File: src/rtl/servo_sweep_ctrl.sv
// Two-axis servo sweep controller: steps each axis through its pulse-width range,
// strobes SAMPLE per point, parks at the stored best width. Optional: AUTO_RESWEEP_EN.
module servo_sweep_ctrl #(
  parameter logic [31:0] PERIOD_CYC    = 32'd2000000,
  parameter logic [31:0] PW_MIN        = 32'd50000,
  parameter logic [31:0] PW_MAX        = 32'd250000,
  parameter logic [31:0] PW_STEP       = 32'd10000,
  parameter logic [31:0] SETTLE_FRAMES = 32'd2
`ifdef AUTO_RESWEEP_EN
  ,
  parameter logic [31:0] RESWEEP_FRAMES = 32'd500
`endif
) (
  input  logic        CLK,
  input  logic        RST,
  input  logic        START,
  input  logic        GT,
  input  logic [31:0] pulseWidth_max,
  output logic [31:0] pulseWidth_H,
  output logic [31:0] pulseWidth_V,
  output logic        EN_H,
  output logic        EN_V,
  output logic        SAMPLE,
  output logic        PWM_H,
  output logic        PWM_V,
  output logic        BUSY,
  output logic        DONE
);

  localparam logic [31:0] PW_MID = (PW_MIN + PW_MAX) / 32'd2;

  typedef enum logic [2:0] {
    S_IDLE,
    S_SWEEP_H,
    S_PARK_H,
    S_SWEEP_V,
    S_PARK_V,
    S_FIN
  } state_t;

  state_t      state_q, state_d;
  logic [31:0] frame_cnt_q, frame_cnt_d;
  logic [31:0] settle_cnt_q, settle_cnt_d;
  logic        pend_q, pend_d;
  logic        park_cnt_q, park_cnt_d;
  logic [31:0] pw_h_q, pw_h_d;
  logic [31:0] pw_v_q, pw_v_d;
  logic [31:0] act_h_q, act_h_d;
  logic [31:0] act_v_q, act_v_d;
  logic        pwm_en_q, pwm_en_d;
  logic        pwm_h_q, pwm_h_d;
  logic        pwm_v_q, pwm_v_d;
  logic        en_h_q, en_h_d;
  logic        en_v_q, en_v_d;
  logic        busy_q, busy_d;
  logic        done_q, done_d;
  logic        gt_seen_q, gt_seen_d;

  logic        frame_last;
  logic        sweeping;
  logic        point_done;
  logic        step_ok;
  logic        go;
  logic [31:0] cur_pw;

`ifdef AUTO_RESWEEP_EN
  logic [31:0] rs_cnt_q, rs_cnt_d;
  logic        auto_go;
`endif

  always_comb begin
    frame_last  = (frame_cnt_q == PERIOD_CYC - 32'd1);
    frame_cnt_d = frame_last ? 32'd0 : frame_cnt_q + 32'd1;

    // New widths take effect only at a frame boundary; PWM stays off until the first sweep.
    act_h_d = (pwm_en_q && frame_cnt_q == 32'd0) ? pw_h_q : act_h_q;
    act_v_d = (pwm_en_q && frame_cnt_q == 32'd0) ? pw_v_q : act_v_q;
    pwm_h_d = (frame_cnt_q < act_h_d);
    pwm_v_d = (frame_cnt_q < act_v_d);

    sweeping   = (state_q == S_SWEEP_H) || (state_q == S_SWEEP_V);
    point_done = sweeping && !pend_q && frame_last &&
                 (settle_cnt_q == SETTLE_FRAMES - 32'd1);
    cur_pw     = (state_q == S_SWEEP_H) ? pw_h_q : pw_v_q;
    step_ok    = ((cur_pw + PW_STEP) <= PW_MAX);

`ifdef AUTO_RESWEEP_EN
    auto_go  = (state_q == S_IDLE) && done_q && frame_last &&
               (rs_cnt_q == RESWEEP_FRAMES - 32'd1);
    rs_cnt_d = rs_cnt_q;
    if (state_q != S_IDLE || START) begin
      rs_cnt_d = 32'd0;
    end else if (done_q && frame_last) begin
      rs_cnt_d = auto_go ? 32'd0 : rs_cnt_q + 32'd1;
    end
    go = START || auto_go;
`else
    go = START;
`endif
  end

  always_comb begin
    state_d      = state_q;
    settle_cnt_d = settle_cnt_q;
    pend_d       = pend_q;
    park_cnt_d   = park_cnt_q;
    pw_h_d       = pw_h_q;
    pw_v_d       = pw_v_q;
    pwm_en_d     = pwm_en_q;
    en_h_d       = en_h_q;
    en_v_d       = en_v_q;
    busy_d       = busy_q;
    done_d       = done_q;
    gt_seen_d    = gt_seen_q;

    // A point waits (pend) for its first boundary, then settles for whole frames.
    if (sweeping) begin
      if (pend_q) begin
        if (frame_cnt_q == 32'd0) begin
          pend_d       = 1'b0;
          settle_cnt_d = 32'd0;
        end
      end else if (frame_last && !point_done) begin
        settle_cnt_d = settle_cnt_q + 32'd1;
      end
    end

    case (state_q)
      S_IDLE: begin
        if (go) begin
          state_d      = S_SWEEP_H;
          pw_h_d       = PW_MIN;
          busy_d       = 1'b1;
          done_d       = 1'b0;
          en_h_d       = 1'b1;
          pend_d       = 1'b1;
          settle_cnt_d = 32'd0;
          pwm_en_d     = 1'b1;
        end
      end
      S_SWEEP_H: begin
        if (point_done) begin
          if (step_ok) begin
            pw_h_d       = pw_h_q + PW_STEP;
            pend_d       = 1'b1;
            settle_cnt_d = 32'd0;
          end else begin
            state_d    = S_PARK_H;
            en_h_d     = 1'b0;
            park_cnt_d = 1'b0;
          end
        end
      end
      S_PARK_H: begin
        if (!park_cnt_q) begin
          park_cnt_d = 1'b1;
        end else begin
          pw_h_d       = pulseWidth_max;
          state_d      = S_SWEEP_V;
          pw_v_d       = PW_MIN;
          en_v_d       = 1'b1;
          gt_seen_d    = 1'b0;
          pend_d       = 1'b1;
          settle_cnt_d = 32'd0;
        end
      end
      S_SWEEP_V: begin
        if (point_done) begin
          if (GT) begin
            gt_seen_d = 1'b1;
          end
          if (step_ok) begin
            pw_v_d       = pw_v_q + PW_STEP;
            pend_d       = 1'b1;
            settle_cnt_d = 32'd0;
          end else begin
            state_d    = S_PARK_V;
            en_v_d     = 1'b0;
            park_cnt_d = 1'b0;
          end
        end
      end
      S_PARK_V: begin
        if (!park_cnt_q) begin
          park_cnt_d = 1'b1;
        end else begin
          // With no vertical winner the array still holds the horizontal max.
          pw_v_d  = gt_seen_q ? pulseWidth_max : PW_MID;
          state_d = S_FIN;
        end
      end
      S_FIN: begin
        busy_d  = 1'b0;
        done_d  = 1'b1;
        state_d = S_IDLE;
      end
      default: begin
        state_d = S_IDLE;
      end
    endcase
  end

  always_ff @(posedge CLK) begin
    if (RST) begin
      state_q      <= S_IDLE;
      frame_cnt_q  <= 32'd0;
      settle_cnt_q <= 32'd0;
      pend_q       <= 1'b0;
      park_cnt_q   <= 1'b0;
      pw_h_q       <= PW_MID;
      pw_v_q       <= PW_MID;
      act_h_q      <= 32'd0;
      act_v_q      <= 32'd0;
      pwm_en_q     <= 1'b0;
      pwm_h_q      <= 1'b0;
      pwm_v_q      <= 1'b0;
      en_h_q       <= 1'b0;
      en_v_q       <= 1'b0;
      busy_q       <= 1'b0;
      done_q       <= 1'b0;
      gt_seen_q    <= 1'b0;
`ifdef AUTO_RESWEEP_EN
      rs_cnt_q     <= 32'd0;
`endif
    end else begin
      state_q      <= state_d;
      frame_cnt_q  <= frame_cnt_d;
      settle_cnt_q <= settle_cnt_d;
      pend_q       <= pend_d;
      park_cnt_q   <= park_cnt_d;
      pw_h_q       <= pw_h_d;
      pw_v_q       <= pw_v_d;
      act_h_q      <= act_h_d;
      act_v_q      <= act_v_d;
      pwm_en_q     <= pwm_en_d;
      pwm_h_q      <= pwm_h_d;
      pwm_v_q      <= pwm_v_d;
      en_h_q       <= en_h_d;
      en_v_q       <= en_v_d;
      busy_q       <= busy_d;
      done_q       <= done_d;
      gt_seen_q    <= gt_seen_d;
`ifdef AUTO_RESWEEP_EN
      rs_cnt_q     <= rs_cnt_d;
`endif
    end
  end

  assign pulseWidth_H = pw_h_q;
  assign pulseWidth_V = pw_v_q;
  assign EN_H         = en_h_q;
  assign EN_V         = en_v_q;
  assign SAMPLE       = point_done;
  assign PWM_H        = pwm_h_q;
  assign PWM_V        = pwm_v_q;
  assign BUSY         = busy_q;
  assign DONE         = done_q;

endmodule

File: config.mk
export PLATFORM = sky130hd
export DESIGN_NAME = servo_sweep_ctrl
export DESIGN_NICKNAME = d
export VERILOG_FILES = /design/src/rtl/servo_sweep_ctrl.sv
export SDC_FILE = /design/constraint.sdc
export NUM_CORES = 1
export LEC_CHECK = 0
export ABC_AREA = 1
export CAP_MARGIN = 10
export CORE_UTILIZATION = 40
export CTS_CLUSTER_DIAMETER = 60
export DETAILED_ROUTE_END_ITERATION = 6
export GPL_ROUTABILITY_DRIVEN = 0
export GPL_TIMING_DRIVEN = 0
export PLACE_DENSITY = 0.58
export SYNTH_ARGS = -nofsm -noshare
export SYNTH_HDL_FRONTEND = slang
export SYNTH_SLANG_ARGS = --single-unit
File: constraint.sdc
create_clock -name CLK -period 5.4 [get_ports CLK]
set_input_delay 0.54 -clock CLK [delete_from_list [all_inputs] [get_ports CLK]]
set_output_delay 0.54 -clock CLK [all_outputs]
set_load 0.03 [all_outputs]
==> results.yml, run 1 <==
outcome:
  status: "finished, violations left"
  violations: "design-rule violations"
hold_path:
  hp-class: "register to register"
  hp-start: "frame_cnt_q[0]"
  holdPathEnd: "frame_cnt_q[0]"
  hold-path-cell-count: 1
floorplan:
  dieArea_sq_mm: 0.03705
  die_w_um: 192.5
  die_height_um: 192.5
  start_util_pct: 40.71
  rows: 69
  num_io_pins: 107
  core_sq_mm: 0.03566
finish:
  final_area_sq_mm: 0.01719
  final_common_cell: "nand2_1"
  final_util_pct: 48.22
  area_growth_pct: 18.46
  nFillCells: 3759
  drive_gt1_share_pct: 5.993
  fin_nets: 2486
  final_cell_mix: "nand2_1 (523), nor2_1 (314), inv_1 (219), dfxtp_1 (205), nand3_1 (191)"
detailed_routing:
  final_antenna_net_count: 0
  viasPerCell: 5.540
  wl_met3_mm: 4.340
  wl_per_cell_um: 19.09
  wl_met2_mm: 24.72
  num_vias: 15870
  routed_wl_mm: 54.68
  drcViolationCount: 22
  firstDrtPassIters: 7
  met1_length_mm: 24.06
  drtIter0Drc: 1373
  top_layer_used: "met4"
clocking:
  clk_pin_slew_ps: 60
  clock-sinks: 205
  cts_resized: 0
  cts.path.max_buffers: 3
  cts_tree: "yes"
  hold_buffers: 0
  cts_root_buf: "clkbuf_16"
  clock_latency_ps: 580
  cts_buffers: 30
  cts_setup_buffers: 0
  h-tree-depth: 1
setup_path:
  worst-r2r-setup-slack_ps: 730
  critPathMaxFanout: 10
  critPathRequiredTime_ps: 5910
  cp.arrival_ps: 5170
  endpoint_kind: "register"
  critPathKind: "register to register"
  worstReg2RegEnd: "PWM_H"
  crit_start: "frame_cnt_q[25]"
  r2r_cells: 19
  r2r-start: "frame_cnt_q[25]"
  critPathLaunchType: "register"
synthesis:
  yosys.area_share.simple_pct: 38.20
  syn_avg_cell_area_sq_um: 6.466
  synth_seq_area_share_pct: 28.27
  synth_edf_count: 0
  synth.top_cells.by_area: "dfxtp_1 (28%), nand2_1 (14%), nor2_1 (8.1%), nand3_1 (6.6%), ha_1 (5.9%)"
  synth_xor_area_share_pct: 1.327
  synth_top_family_by_area: "simple AND/OR/NAND/NOR gates"
  synth-seq-cells: 205
  async_reset_ff_share_pct: 0
  synth.net_count: 2349
  synth_top_area_share_pct: 28.27
  synth_flop_cell: "dfxtp_1"
  ys_warn_count: 0
  synth_cells: 2245
  synth.largest_area_cell: "dfxtp_1"
  synth_compound_area_share_pct: 12.38
  synth_fa_ha_area_share_pct: 5.862
  synth_mux_area_share_pct: 4.353
  ys_types: 61
  syn_area_sq_mm: 0.01452
pwr:
  ir_worst_vdd_v: 0.0002488
  cellPowerDensity_mw_per_mm2: 529.3
  power_leakage_nw: 7.599
  p_total_mw: 9.101
timing:
  whs_ps: 460.0
  timing.final.crit_share_pct: 86.42
  rsz0062_at_grt: "false"
  clock_skew_ps: 12.37
  tightest_slew_ps: 951.7
  setup_violations: 0
  setup_tns_ps: 0
  final_hold_viol_count: 0
  slew_violations: 0
  relSlewSlack_pct: 36.55
  fmax_mhz: 214.3
  period_needed_ps: 4667
global_routing:
  gr-total-overflow: 0
  antenna_found_initial: 1
  grt_pass1_wl_mm: 83.63
  grt_pass1_vias: 14730
  grt_usage_pct: 29.42
  grt_start_max_net_pins: 15
placement:
  post_dp_cell_area_sq_mm: 0.01614
  numPortBuffers: 105
  hpwl_mm: 43.20
flow_run:
  drv_cap: 0
-- sequential cells by signal, summed over array words and instances, names as in the netlist --
name          count
BUSY              1
frame_cnt_q      32
pulseWidth_V     32
park_cnt_q        1
pulseWidth_H     32
PWM_V             1
EN_V              1
DONE              1
act_h_q          32
pend_q            1
settle_cnt_q     32
EN_H              1
gt_seen_q         1
PWM_H             1
act_v_q          32
state_q           3
pwm_en_q          1
-- cells by family (layout without fill, tap and decap cells) --
| family | after synthesis | count (layout) |
|---|---|---|
| compound gates | 306 | 306 |
| xor+xnor | 22 | 22 |
| fa+ha+maj | 68 | 68 |
| buf+inv | 331 | 489 |
| flops | 205 | 205 |
| mux | 63 | 63 |
| other cells | 0 | 1 |
| simple gates | 1250 | 1250 |
-- area by class of cell --
cell class,count,area (sq um),share of cell area (%)
Antenna cell,1,2.502,0.01455
Buffer,94,496.7,2.889
Clock buffer,38,812.0,4.723
Clock inverter,15,236.5,1.375
Inverter,237,897.1,5.218
Multi-Input combinational cell,1709,9017,52.45
Sequential cell,205,4104,23.87
Tap cell,461,576.8,3.355
Timing Repair Buffer,105,1051,6.113
-- routing by layer --
| metal | GRT usage (%) | up-vias |
|---|---|---|
| met2 | 47.77 | 636 |
| li1 | - | 7780 |
| met1 | 39.89 | 7357 |
| met5 | 0 | - |
| met3 | 4.528 | 98 |
| met4 | 8.873 | 0 |
-- worst max path at each step --
stage,endpoint,slack (ps),cells after the start
after floorplan,PWM_H,2230,19
after global placement,PWM_H,840,19
after detailed placement,PWM_H,790,19
after CTS,PWM_H,770,19
after global routing,PWM_H,290,19
final,PWM_H,730,19
-- critical path, cell delays in order (launching register included) --
cell,delay (ps)
dfxtp_1,370
inv_1,160
nand3_1,90
nor2_1,380
nand4_1,320
nor2_1,620
nand2_1,160
clkbuf_1,340
buf_1,440
mux2i_1,380
ha_1,310
a21oi_1,130
o21ai_0,100
nand3_1,70
a21oi_1,60
a211oi_1,210
o221ai_1,160
nand2_1,80
nand3_1,60
a21oi_1,120
-- cell usage after synthesis (all sizes together) (2+ instances only) --
| master | instances |
|---|---|
| xor2 | 20 |
| o32ai | 2 |
| nand4 | 53 |
| o221a | 2 |
| o21bai | 3 |
| o31ai | 8 |
| inv | 231 |
| buf | 36 |
| clkinv | 6 |
| nand3 | 195 |
| o221ai | 3 |
| clkbuf | 58 |
| o22ai | 5 |
| nand3b | 6 |
| a21oi | 113 |
| o211ai | 15 |
| a31oi | 8 |
| mux2i | 62 |
| a22oi | 6 |
| o21a | 3 |
| a211oi | 14 |
| a21boi | 3 |
| a221oi | 6 |
| nor3 | 66 |
| ha | 68 |
| a32oi | 7 |
| nor3b | 4 |
| or2 | 5 |
| dfxtp | 205 |
| o21ai | 99 |
| xnor2 | 2 |
| nor4 | 36 |
| nor2 | 327 |
| nand2 | 555 |
| a22o | 2 |
| o2111ai | 2 |
| a32o | 3 |
-- where the power goes --
part / internal (mW) / total, mW / switching [mW] / leakage, nW
logic: 1.55 / 4.68 / 3.13 / 5.42
clock network: 1.31 / 2.09 / 0.783 / 0.510
registers: 1.80 / 2.32 / 0.527 / 1.67
total: 4.66 / 9.10 / 4.44 / 7.60
-- metrics by stage --
stage	setup WS, ps	instances
final	733.3	2865
after floorplan	2233	2245
after global placement	844.7	2811
after global routing	292.1	2865
after CTS	765.0	2864
after detailed placement	789.1	2811
Note: power is estimated with default switching activity, not from simulation.
==> inputs of run 2 (changes only) <==
--- a/config.mk
+++ b/config.mk
@@ -7,12 +7,13 @@
 export LEC_CHECK = 0
 export ABC_AREA = 1
 export CAP_MARGIN = 10
-export CORE_UTILIZATION = 40
+export CORE_UTILIZATION = 55
+export CTS_BUF_LIST = sky130_fd_sc_hd__clkbuf_2
 export CTS_CLUSTER_DIAMETER = 60
 export DETAILED_ROUTE_END_ITERATION = 6
 export GPL_ROUTABILITY_DRIVEN = 0
 export GPL_TIMING_DRIVEN = 0
-export PLACE_DENSITY = 0.58
+export PLACE_DENSITY = 0.76
 export SYNTH_ARGS = -nofsm -noshare
 export SYNTH_HDL_FRONTEND = slang
 export SYNTH_SLANG_ARGS = --single-unit
==> results.yml, run 2 (same netlist as run 1, synthesis figures left out) <==
outcome:
  status: "finished clean"
timing:
  tightest_slew_ps: 893.3
  timing.final.crit_share_pct: 86.79
  slew_violations: 0
  relSlewSlack_pct: 40.45
  clock_skew_ps: 91.82
  period_needed_ps: 4687
  setup_tns_ps: 0
  fmax_mhz: 213.4
  final_hold_viol_count: 0
  rsz0062_at_grt: "false"
  setup_violations: 0
finish:
  final_area_sq_mm: 0.01645
  final_common_cell: "nand2_1"
  regArea_sq_mm: 0.004104
  multiInputGateArea_sq_mm: 0.009017
  final_cells: 2778
  nFillCells: 2524
  final_cell_mix: "nand2_1 (523), nor2_1 (314), inv_1 (219), dfxtp_1 (205), nand3_1 (191)"
  drive_gt1_share_pct: 7.377
  fin_nets: 2510
  area_growth_pct: 13.35
setup_path:
  endpoint_kind: "register"
  critPathKind: "register to register"
  cp_top_family: "simple AND/OR/NAND/NOR gates"
  critPathMaxFanout: 10
  slowest_stage: "nor2_1"
  critPathLaunchType: "register"
  cp.arrival_ps: 5500
  cp_num_buf_inv: 3
  critical-path-max-stage-delay_ps: 580
  crit_chain: "inv_1 > nand3_1 > nor2_1 > nand4_1 > nor2_1 > nand2_1 > clkbuf_1 > buf_1 > mux2i_1 > ha_1 > a21oi_1 > o21ai_0 > nand3_1 > a21oi_1 > a211oi_1 > o221ai_1 > nand2_1 > nand3_1 > a21oi_1"
  critPathRequiredTime_ps: 6220
global_routing:
  antenna_found_initial: 2
  grt_start_max_net_pins: 19
  grt_usage_pct: 36.89
  gr-total-overflow: 0
  grt_pass1_wl_mm: 77.27
  grt_pass1_vias: 14820
floorplan:
  die_w_um: 164.5
  die_height_um: 164.5
  dieArea_sq_mm: 0.02705
  start_util_pct: 55.86
  core_sq_mm: 0.02598
  rows: 59
  num_io_pins: 107
hold_path:
  hp-class: "input pin to register"
detailed_routing:
  drtIter0Drc: 2134
  final_antenna_net_count: 0
  routed_wl_mm: 50.67
  wl_per_cell_um: 18.24
  num_vias: 16610
  viasPerCell: 5.981
  drcViolationCount: 0
  firstDrtPassIters: 6
placement:
  post_dp_cell_area_sq_mm: 0.01599
  dp_cells: 2685
  hpwl_mm: 39.49
  numPortBuffers: 105
clocking:
  cts_setup_buffers: 0
  cts_root_buf: "clkbuf_2"
  cts_buffers: 54
  h-tree-depth: 2
  hold_buffers: 0
  clk_pin_slew_ps: 110
  cts.path.max_buffers: 3
  clock_latency_ps: 920
  cts_resized: 0
  cts_tree: "yes"
  clock-sinks: 205
pwr:
  power_leakage_nw: 7.448
  p_total_mw: 8.040
  cellPowerDensity_mw_per_mm2: 488.6
  ir_worst_vdd_v: 0.0003283
flow_run:
  drv_cap: 0
[run 2: path summary, 6_finish.rpt]
| check | from | endpoint | slack (ps) | depth (start not counted) |
|---|---|---|---|---|
| hold / removal | pulseWidth_max[1] | pulseWidth_H[1] | 250 | 3 |
| setup / recovery | frame_cnt_q[25] | PWM_H | 710 | 19 |
| hold reg to reg | frame_cnt_q[0] | frame_cnt_q[0] | 470 | 1 |
| setup reg to reg | frame_cnt_q[25] | PWM_H | 710 | 19 |
[run 2: layout make-up]
class | instances | share of cell area (%)
Multi-Input combinational cell | 1709 | 54.81
Clock inverter | 10 | 0.3650
Buffer | 94 | 3.019
Antenna cell | 3 | 0.04563
Timing Repair Buffer | 105 | 6.388
Inverter | 237 | 5.452
Clock buffer | 80 | 2.433
Sequential cell | 205 | 24.94
Tap cell | 335 | 2.548
[run 2: stage by stage]
stage / setup WS (ps) / utilization [%] / hold WS, ps
floorplan: 2233 / - / 430.0
global placement: 1008 / 61.52 / 444.2
detailed placement: 901.8 / 61.52 / 459.5
CTS: 842.7 / 63.29 / 203.1
global route: 281.1 / 63.31 / 239.9
finish: 713.4 / 63.32 / 250.0
[run 2: worst reg2reg max path, delay by kind of cell, from the launching register on]
family / cells / cell delay, ps
compound gates: 6 / 850
flops: 1 / 390
buf+inv: 3 / 910
fa+ha+maj: 1 / 330
simple gates: 8 / 1700
mux: 1 / 420
[run 2: power breakdown]
part / internal, mW / switching (mW) / total (mW) / leakage [nW]
Clock: 0.402 / 0.687 / 1.09 / 0.359
Sequential: 1.79 / 0.512 / 2.30 / 1.67
Combinational: 1.55 / 3.09 / 4.65 / 5.42
Total: 3.75 / 4.29 / 8.04 / 7.45
[run 2: layer usage]
layer | GRT usage [%] | part of all wire, % | vias to the layer above
met5 | 0 | 0 | -
met4 | 16.64 | 4.4 | 0
met3 | 7.810 | 12 | 190
met2 | 57.73 | 43 | 1054
met1 | 48.65 | 41 | 7501
li1 | - | - | 7869
==> inputs of run 3 (changes only) <==
--- a/config.mk
+++ b/config.mk
@@ -9,7 +9,7 @@
 export CAP_MARGIN = 10
 export CORE_UTILIZATION = 55
 export CTS_BUF_LIST = sky130_fd_sc_hd__clkbuf_2
-export CTS_CLUSTER_DIAMETER = 60
+export CTS_CLUSTER_DIAMETER = 80
 export DETAILED_ROUTE_END_ITERATION = 6
 export GPL_ROUTABILITY_DRIVEN = 0
 export GPL_TIMING_DRIVEN = 0
==> results of run 3 <==
The final DEF is identical to that of run 2; final timing and power are the same.
